$ cat src/rtl/instr_fetch.sv
// Instruction fetch unit: requests one word at pc, holds it until the datapath
// commits, then advances pc (jump, taken branch, or sequential).
module instr_fetch #(
    parameter logic [31:0] RESET_PC = 32'h0000_3000,
    parameter int unsigned WAIT_MAX = 15
) (
    input  logic        clk,
    input  logic        reset,
    output logic        imem_req,
    output logic [31:0] imem_addr,
    input  logic        imem_ack,
    input  logic [31:0] imem_rdata,
    output logic [31:0] instr,
    output logic [5:0]  OP,
    output logic [5:0]  funct,
    output logic        instr_valid,
    input  logic        commit,
    input  logic        Branch,
    input  logic        Zero,
    input  logic        Jump,
    output logic [31:0] pc,
    output logic        fetch_err,
    output logic [1:0]  state_o
);

    // Handshake: imem_req is high for every FETCH cycle with imem_addr held at pc;
    // a word is taken only in a FETCH cycle with imem_ack=1. instr_valid is high
    // for every HOLD cycle; the held word retires in the HOLD cycle with commit=1.

    typedef enum logic [1:0] {
        S_IDLE  = 2'd0,
        S_FETCH = 2'd1,
        S_HOLD  = 2'd2,
        S_ERR   = 2'd3
    } state_t;

    localparam logic [3:0] WAIT_LIMIT = 4'(WAIT_MAX);

    state_t      state_q, state_d;
    logic [31:0] pc_q, pc_d;
    logic [31:0] instr_q, instr_d;
    logic [3:0]  wait_q, wait_d;
    logic        err_q, err_d;

    logic [31:0] pcp4;
    logic [31:0] branch_off;
    logic [31:0] next_pc;

    // Jump is active-low and outranks a taken branch.
    always_comb begin
        pcp4       = pc_q + 32'd4;
        branch_off = {{14{instr_q[15]}}, instr_q[15:0], 2'b00};
        next_pc    = pcp4;
        if (!Jump) begin
            next_pc = {pcp4[31:28], instr_q[25:0], 2'b00};
        end else if (Branch && Zero) begin
            next_pc = pcp4 + branch_off;
        end
    end

    always_comb begin
        state_d     = state_q;
        pc_d        = pc_q;
        instr_d     = instr_q;
        wait_d      = wait_q;
        err_d       = err_q;
        imem_req    = 1'b0;
        instr_valid = 1'b0;
        case (state_q)
            S_IDLE: begin
                state_d = S_FETCH;
            end
            S_FETCH: begin
                imem_req = 1'b1;
                // An ack in the final allowed cycle still counts as a fetch.
                if (imem_ack) begin
                    instr_d = imem_rdata;
                    wait_d  = 4'd0;
                    state_d = S_HOLD;
                end else if (wait_q == WAIT_LIMIT) begin
                    err_d   = 1'b1;
                    state_d = S_ERR;
                end else begin
                    wait_d = wait_q + 4'd1;
                end
            end
            S_HOLD: begin
                instr_valid = 1'b1;
                if (commit) begin
                    pc_d    = next_pc;
                    state_d = S_FETCH;
                end
            end
            S_ERR: begin
                state_d = S_ERR;
            end
            default: begin
                state_d = S_IDLE;
            end
        endcase
    end

    always_ff @(posedge clk) begin
        if (reset) begin
            state_q <= S_IDLE;
            pc_q    <= RESET_PC;
            instr_q <= 32'd0;
            wait_q  <= 4'd0;
            err_q   <= 1'b0;
        end else begin
            state_q <= state_d;
            pc_q    <= pc_d;
            instr_q <= instr_d;
            wait_q  <= wait_d;
            err_q   <= err_d;
        end
    end

    assign imem_addr = pc_q;
    assign pc        = pc_q;
    assign instr     = instr_q;
    assign OP        = instr_q[31:26];
    assign funct     = instr_q[5:0];
    assign fetch_err = err_q;
    assign state_o   = state_q;

endmodule
$ cat config.mk
export PLATFORM = sky130hd
export DESIGN_NAME = instr_fetch
export DESIGN_NICKNAME = d
export VERILOG_FILES = /design/src/rtl/instr_fetch.sv
export SDC_FILE = /design/constraint.sdc
export NUM_CORES = 1
export LEC_CHECK = 0
export BUFFER_PORTS_ARGS = -buffer_cell sky130_fd_sc_hd__buf_2
export CAP_MARGIN = 20
export CELL_PAD_IN_SITES_DETAIL_PLACEMENT = 1
export CELL_PAD_IN_SITES_GLOBAL_PLACEMENT = 2
export CORE_ASPECT_RATIO = 1.1
export CORE_MARGIN = 8
export CORE_UTILIZATION = 32
export DETAILED_ROUTE_END_ITERATION = 8
export MAX_ROUTING_LAYER = met4
export PLACE_DENSITY_LB_ADDON = 0.1
export SLEW_MARGIN = 10
export SYNTH_ARGS = -nofsm -noshare
export SYNTH_HDL_FRONTEND = slang
export SYNTH_SLANG_ARGS = --single-unit
export TNS_END_PERCENT = 10
$ cat constraint.sdc
create_clock -name clk -period 6.38 [get_ports clk]
set_input_delay 0.319 -clock clk [delete_from_list [all_inputs] [get_ports clk]]
set_output_delay 0.319 -clock clk [all_outputs]
set_load 0.1 [all_outputs]
# == After elaboration in Yosys (flattened, before gate mapping) ==
# Index checks and enable logic that the tools add are counted.
# W data, S select, Z words.
# op_classes
add_sub_neg,3
n_eq_ne,7
mux,10
n_bitwise,1
reduce_logical,7
# op_table
cell,count
$mux W32,2
$add A32 B3 Y32 const B,1
$add A32 B32 Y32,1
$mux W4,2
$pmux W2 S4,1
$reduce_and A2 Y1,4
$mux W2,3
$add A4 B1 Y4 const B,1
$eq A2 B2 Y1 const B,2
$eq A4 B4 Y1 const B,1
$ne A2 B2 Y1 const B,2
$ne A3 B3 Y1 const B,1
$reduce_and A3 Y1,1
$eq A2 B1 Y1 const B,1
$logic_not A2 Y1,1
$mux W1,2
$logic_and A1 B1 Y1,1
$not A1 Y1,1
# totals
regBits,71
in_bits,39
out_inout_bits,113
wordCells,33

# == Logic depth before layout (Yosys ltp) ==
# depth
word_depth,4
depth_mapped,19
mapped_depth_nobuf,17

# == Worst setup path after synthesis ==
# No wires, ideal clock.
# synth_timing
kind,register to register
from,"register pc_q[4], in the netlist imem_addr[4]"
to,"register pc_q[31], in the netlist imem_addr[31]"
setup_time_ns,0.123
arrival_ns,4.551
t_required_ns,6.257
path_slack_ns,1.706
stages_incl_launch_ff,18
path_buffers,2
period_less_slack_ns,4.674
path_cell_list,dfxtp_1 and4_1 and4_1 buf_2 and3_1 buf_2 and2b_1 nand3_1 xnor2_1 ha_1 and4_1 and4_1 a21oi_4 o41ai_2 nor4_1 nor3_2 mux2i_1 mux2_1
# synth_via
elab_chain_cells,4
# synth_lines
item,line,source
"start, declared",40,"logic [31:0] pc_q, pc_d;"
"start signal, assigned",112,pc_q <= pc_d;
$add A32 B3 Y32 *,51,pcp4 = pc_q + 32'd4;
$add A32 B32 Y32,57,next_pc = pcp4 + branch_off;
$mux W32,56,end else if (Branch && Zero) begin
$mux W32 *,54,if (!Jump) begin
# Every way passes the cells marked *; elsewhere a longest branch is shown, timed or not.
# A chain may end at the register's enable or synchronous reset.

# == Final worst setup path ==
# Ends and elaborated chain as after synthesis.

==> results.json <==
{
  "comb_power_share": 0.249,
  "root_buffer": "clkbuf_16",
  "htreeDepth": 3,
  "drc": 0,
  "hold_path.class": "input port to flip-flop",
  "yosysSeqAreaShare": 0.254,
  "status": "finished, final reports clean",
  "met2WireLength_mm": 10.1,
  "cts_resized": 0,
  "postCtsSetupRepairBufs": 0,
  "power.switching_uw": 515,
  "total_leakage_power_uw": 0.00302,
  "clkTransAtPathRegs_ns": 0.07,
  "fin_crit_ns": 4.26,
  "grt_overflow": 0,
  "ir_worst_vdd_mv": 0.118,
  "required_ns": 6.62,
  "power.density_nw_per_um2": 204,
  "grt_pass1_vias": 5937,
  "synth_mux_area_frac": 0.00942,
  "area_growth_pct": 15.9,
  "final_nets": 892,
  "setup_viol": 0,
  "fin_setup_tns_ns": 0,
  "cap_violations": 0,
  "p_int_uw": 776,
  "rows": 50,
  "swShare": 0.399,
  "drt_pre_antenna_iters": 4,
  "dieArea_um2": 21500,
  "ant_nets": 0,
  "antennaDiodeCount": 0,
  "cts_hold_buffers": 0,
  "max_clock_freq_mhz": 235,
  "top_layer": "met4",
  "dpl.cell_count": 1011,
  "die_h_um": 153,
  "routed_via_density": 5.40,
  "cts_tree": "built",
  "final_common_cell": "buf_2",
  "cp_max_fo": 8,
  "fillerInstances": 2102,
  "wl_mm": 19.9,
  "setup_slack_ns": 2.12,
  "postLayoutCoreUtil": 0.375,
  "dr.first_iter.drc_count": 195,
  "grt_max_degree": 73,
  "pwr-share-clk": 0.392,
  "clkLatencyLatePin_ns": 0.35,
  "clock_sinks": 69,
  "synthArstFlopShare": 0,
  "endpoint_kind": "flip-flop",
  "grt_pass1_wl_mm": 31.7,
  "synth-main-ff-cell": "dfxtp_1",
  "layout-drive-gt1-share": 0.222,
  "synthAdderAreaFrac": 0.0910,
  "synthXorXnorAreaFrac": 0.0788,
  "ys_ff_latch": 69,
  "synthSimpleGateAreaFrac": 0.213,
  "wl_met1_mm": 8.68,
  "ys_warn_count": 0,
  "vias": 5545,
  "start_kind": "flip-flop",
  "synthCells": 726,
  "synth_top_family_by_area": "compound AO/OA/AOI/OAI gates",
  "pre_cts_ws_ns": 2.09,
  "avgSynthCellArea_um2": 7.50,
  "cts.path.max_buffers": 2,
  "gp_congestion": 0.838,
  "synth_edf_count": 0,
  "core_um2": 16800,
  "layout_common_cells": "buf_2, nand2_1, a21oi_1",
  "cts_buffers": 9,
  "synth_compound_area_frac": 0.254,
  "final_cells": 1027,
  "synth.distinct_cells": 64,
  "die_x_um": 140,
  "slew-limit-headroom": 0.449,
  "skew_ns": 0.00667,
  "gr-usage-all-layers": 0.189,
  "slew_violations": 0,
  "synth_area_um2": 5450,
  "dp_hpwl_mm": 14.8,
  "wl_met3_um": 886,
  "route.detailed.wl_per_inst_um": 19.4,
  "worst_pin_slew_ns": 0.826,
  "hold_viol": 0,
  "power_frac_seq": 0.359,
  "final.period_utilization": 0.667,
  "start_util": 0.324,
  "critPathArrivalTime_ns": 4.50,
  "rsz0062_at_grt": "false",
  "antenna_found_initial": 0,
  "portBuffers": 147,
  "crit_type": "flip-flop to flip-flop",
  "pin_count": 152
}
[synth_stat cells, types with 3 or more instances]
cell / instances / area [um2]
nand2_1: 130 / 488
a21oi_1: 84 / 420
dfxtp_1: 69 / 1380
buf_4: 46 / 345
nor2_1: 43 / 161
ha_1: 38 / 475
xnor2_1: 35 / 307
clkbuf_1: 28 / 105
o211ai_1: 27 / 203
nand3_1: 23 / 115
a21o_1: 22 / 165
and3_1: 19 / 119
o21ai_0: 19 / 95.1
inv_1: 16 / 60.1
xor2_1: 14 / 123
a31oi_1: 8 / 50.1
nor3_1: 8 / 40.0
a211oi_1: 7 / 52.6
and4_1: 7 / 61.3
a211o_1: 5 / 43.8
and2_1: 5 / 31.3
nor2b_1: 5 / 31.3
buf_2: 4 / 20.0
mux2i_1: 4 / 40.0
nand4_1: 4 / 25.0
buf_1: 3 / 11.3
nand2b_1: 3 / 18.8
o21bai_1: 3 / 22.5
o221ai_1: 3 / 26.3
o22ai_1: 3 / 18.8
[stage by stage]
step           cell area, um2  power, uW  hold WS, ns
2_1_floorplan            5460        734        0.455
3_3_place_gp             6030        792        0.453
3_5_place_dp             6030        797        0.467
4_1_cts                  6320       1310        0.189
5_1_grt                  6320       1340        0.204
6_report                 6320       1290        0.202
[registers in the layout, indices dropped and copies added (netlist names)]
name	cells
instr	32
imem_addr	30
wait_q	4
fetch_err	1
state_o	2
[power by group through the flow]
stage / Combinational (uW) / Clock [uW] / Sequential (uW)
5_1_grt: 340 / 537 / 465
2_1_floorplan: 167 / 0 / 567
3_3_place_gp: 320 / 0 / 472
4_1_cts: 325 / 522 / 463
6_report: 322 / 506 / 463
3_5_place_dp: 324 / 0 / 473
[layout make-up]
cell class | count | area [um2] | share of cell area
Inverter | 16 | 60.1 | 0.00951
Sequential cell | 69 | 1380 | 0.219
Timing Repair Buffer | 155 | 796 | 0.126
Clock buffer | 9 | 225 | 0.0357
Clock inverter | 7 | 57.6 | 0.00911
Tap cell | 208 | 260 | 0.0412
Multi-Input combinational cell | 563 | 3540 | 0.560
[per-layer routing]
metal,vias up,track usage
li1,2696,-
met1,2699,0.215
met2,134,0.330
met3,16,0.0324
met4,0,0.0554
met5,-,-
[path summary, 6_finish.rpt]
path                                startpoint             to  slack [ns]  cells past startpoint
worst max-delay path              imem_addr[4]  imem_addr[31]        2.12                     15
worst min-delay path            imem_rdata[17]      instr[17]        0.20                      3
worst max register to register    imem_addr[4]  imem_addr[31]        2.12                     15
worst min register to register       instr[29]      instr[29]        0.47                      2
[kinds of logic after synthesis]
kind of cell,count (synthesis)
AO/OA/AOI/OAI,210
other,1
adder cells (fa/ha/maj),39
AND/OR/NAND/NOR,256
XOR/XNOR,49
buffers and inverters,97
multiplexers,5
flip-flops,69
[critical path, cell delays in order, from the launching register on]
cell     delay, ns
dfxtp_1       0.47
and4_1        0.26
and4_1        0.33
and3_1        0.31
and2b_1       0.22
nand3_1       0.11
xnor2_1       0.19
ha_1          0.36
and4_1        0.26
and4_1        0.26
a21oi_4       0.09
o41ai_2       0.42
nor4_1        0.12
nor3_2        0.21
mux2i_1       0.21
mux2_1        0.33
(Power assumes the default switching activity.)
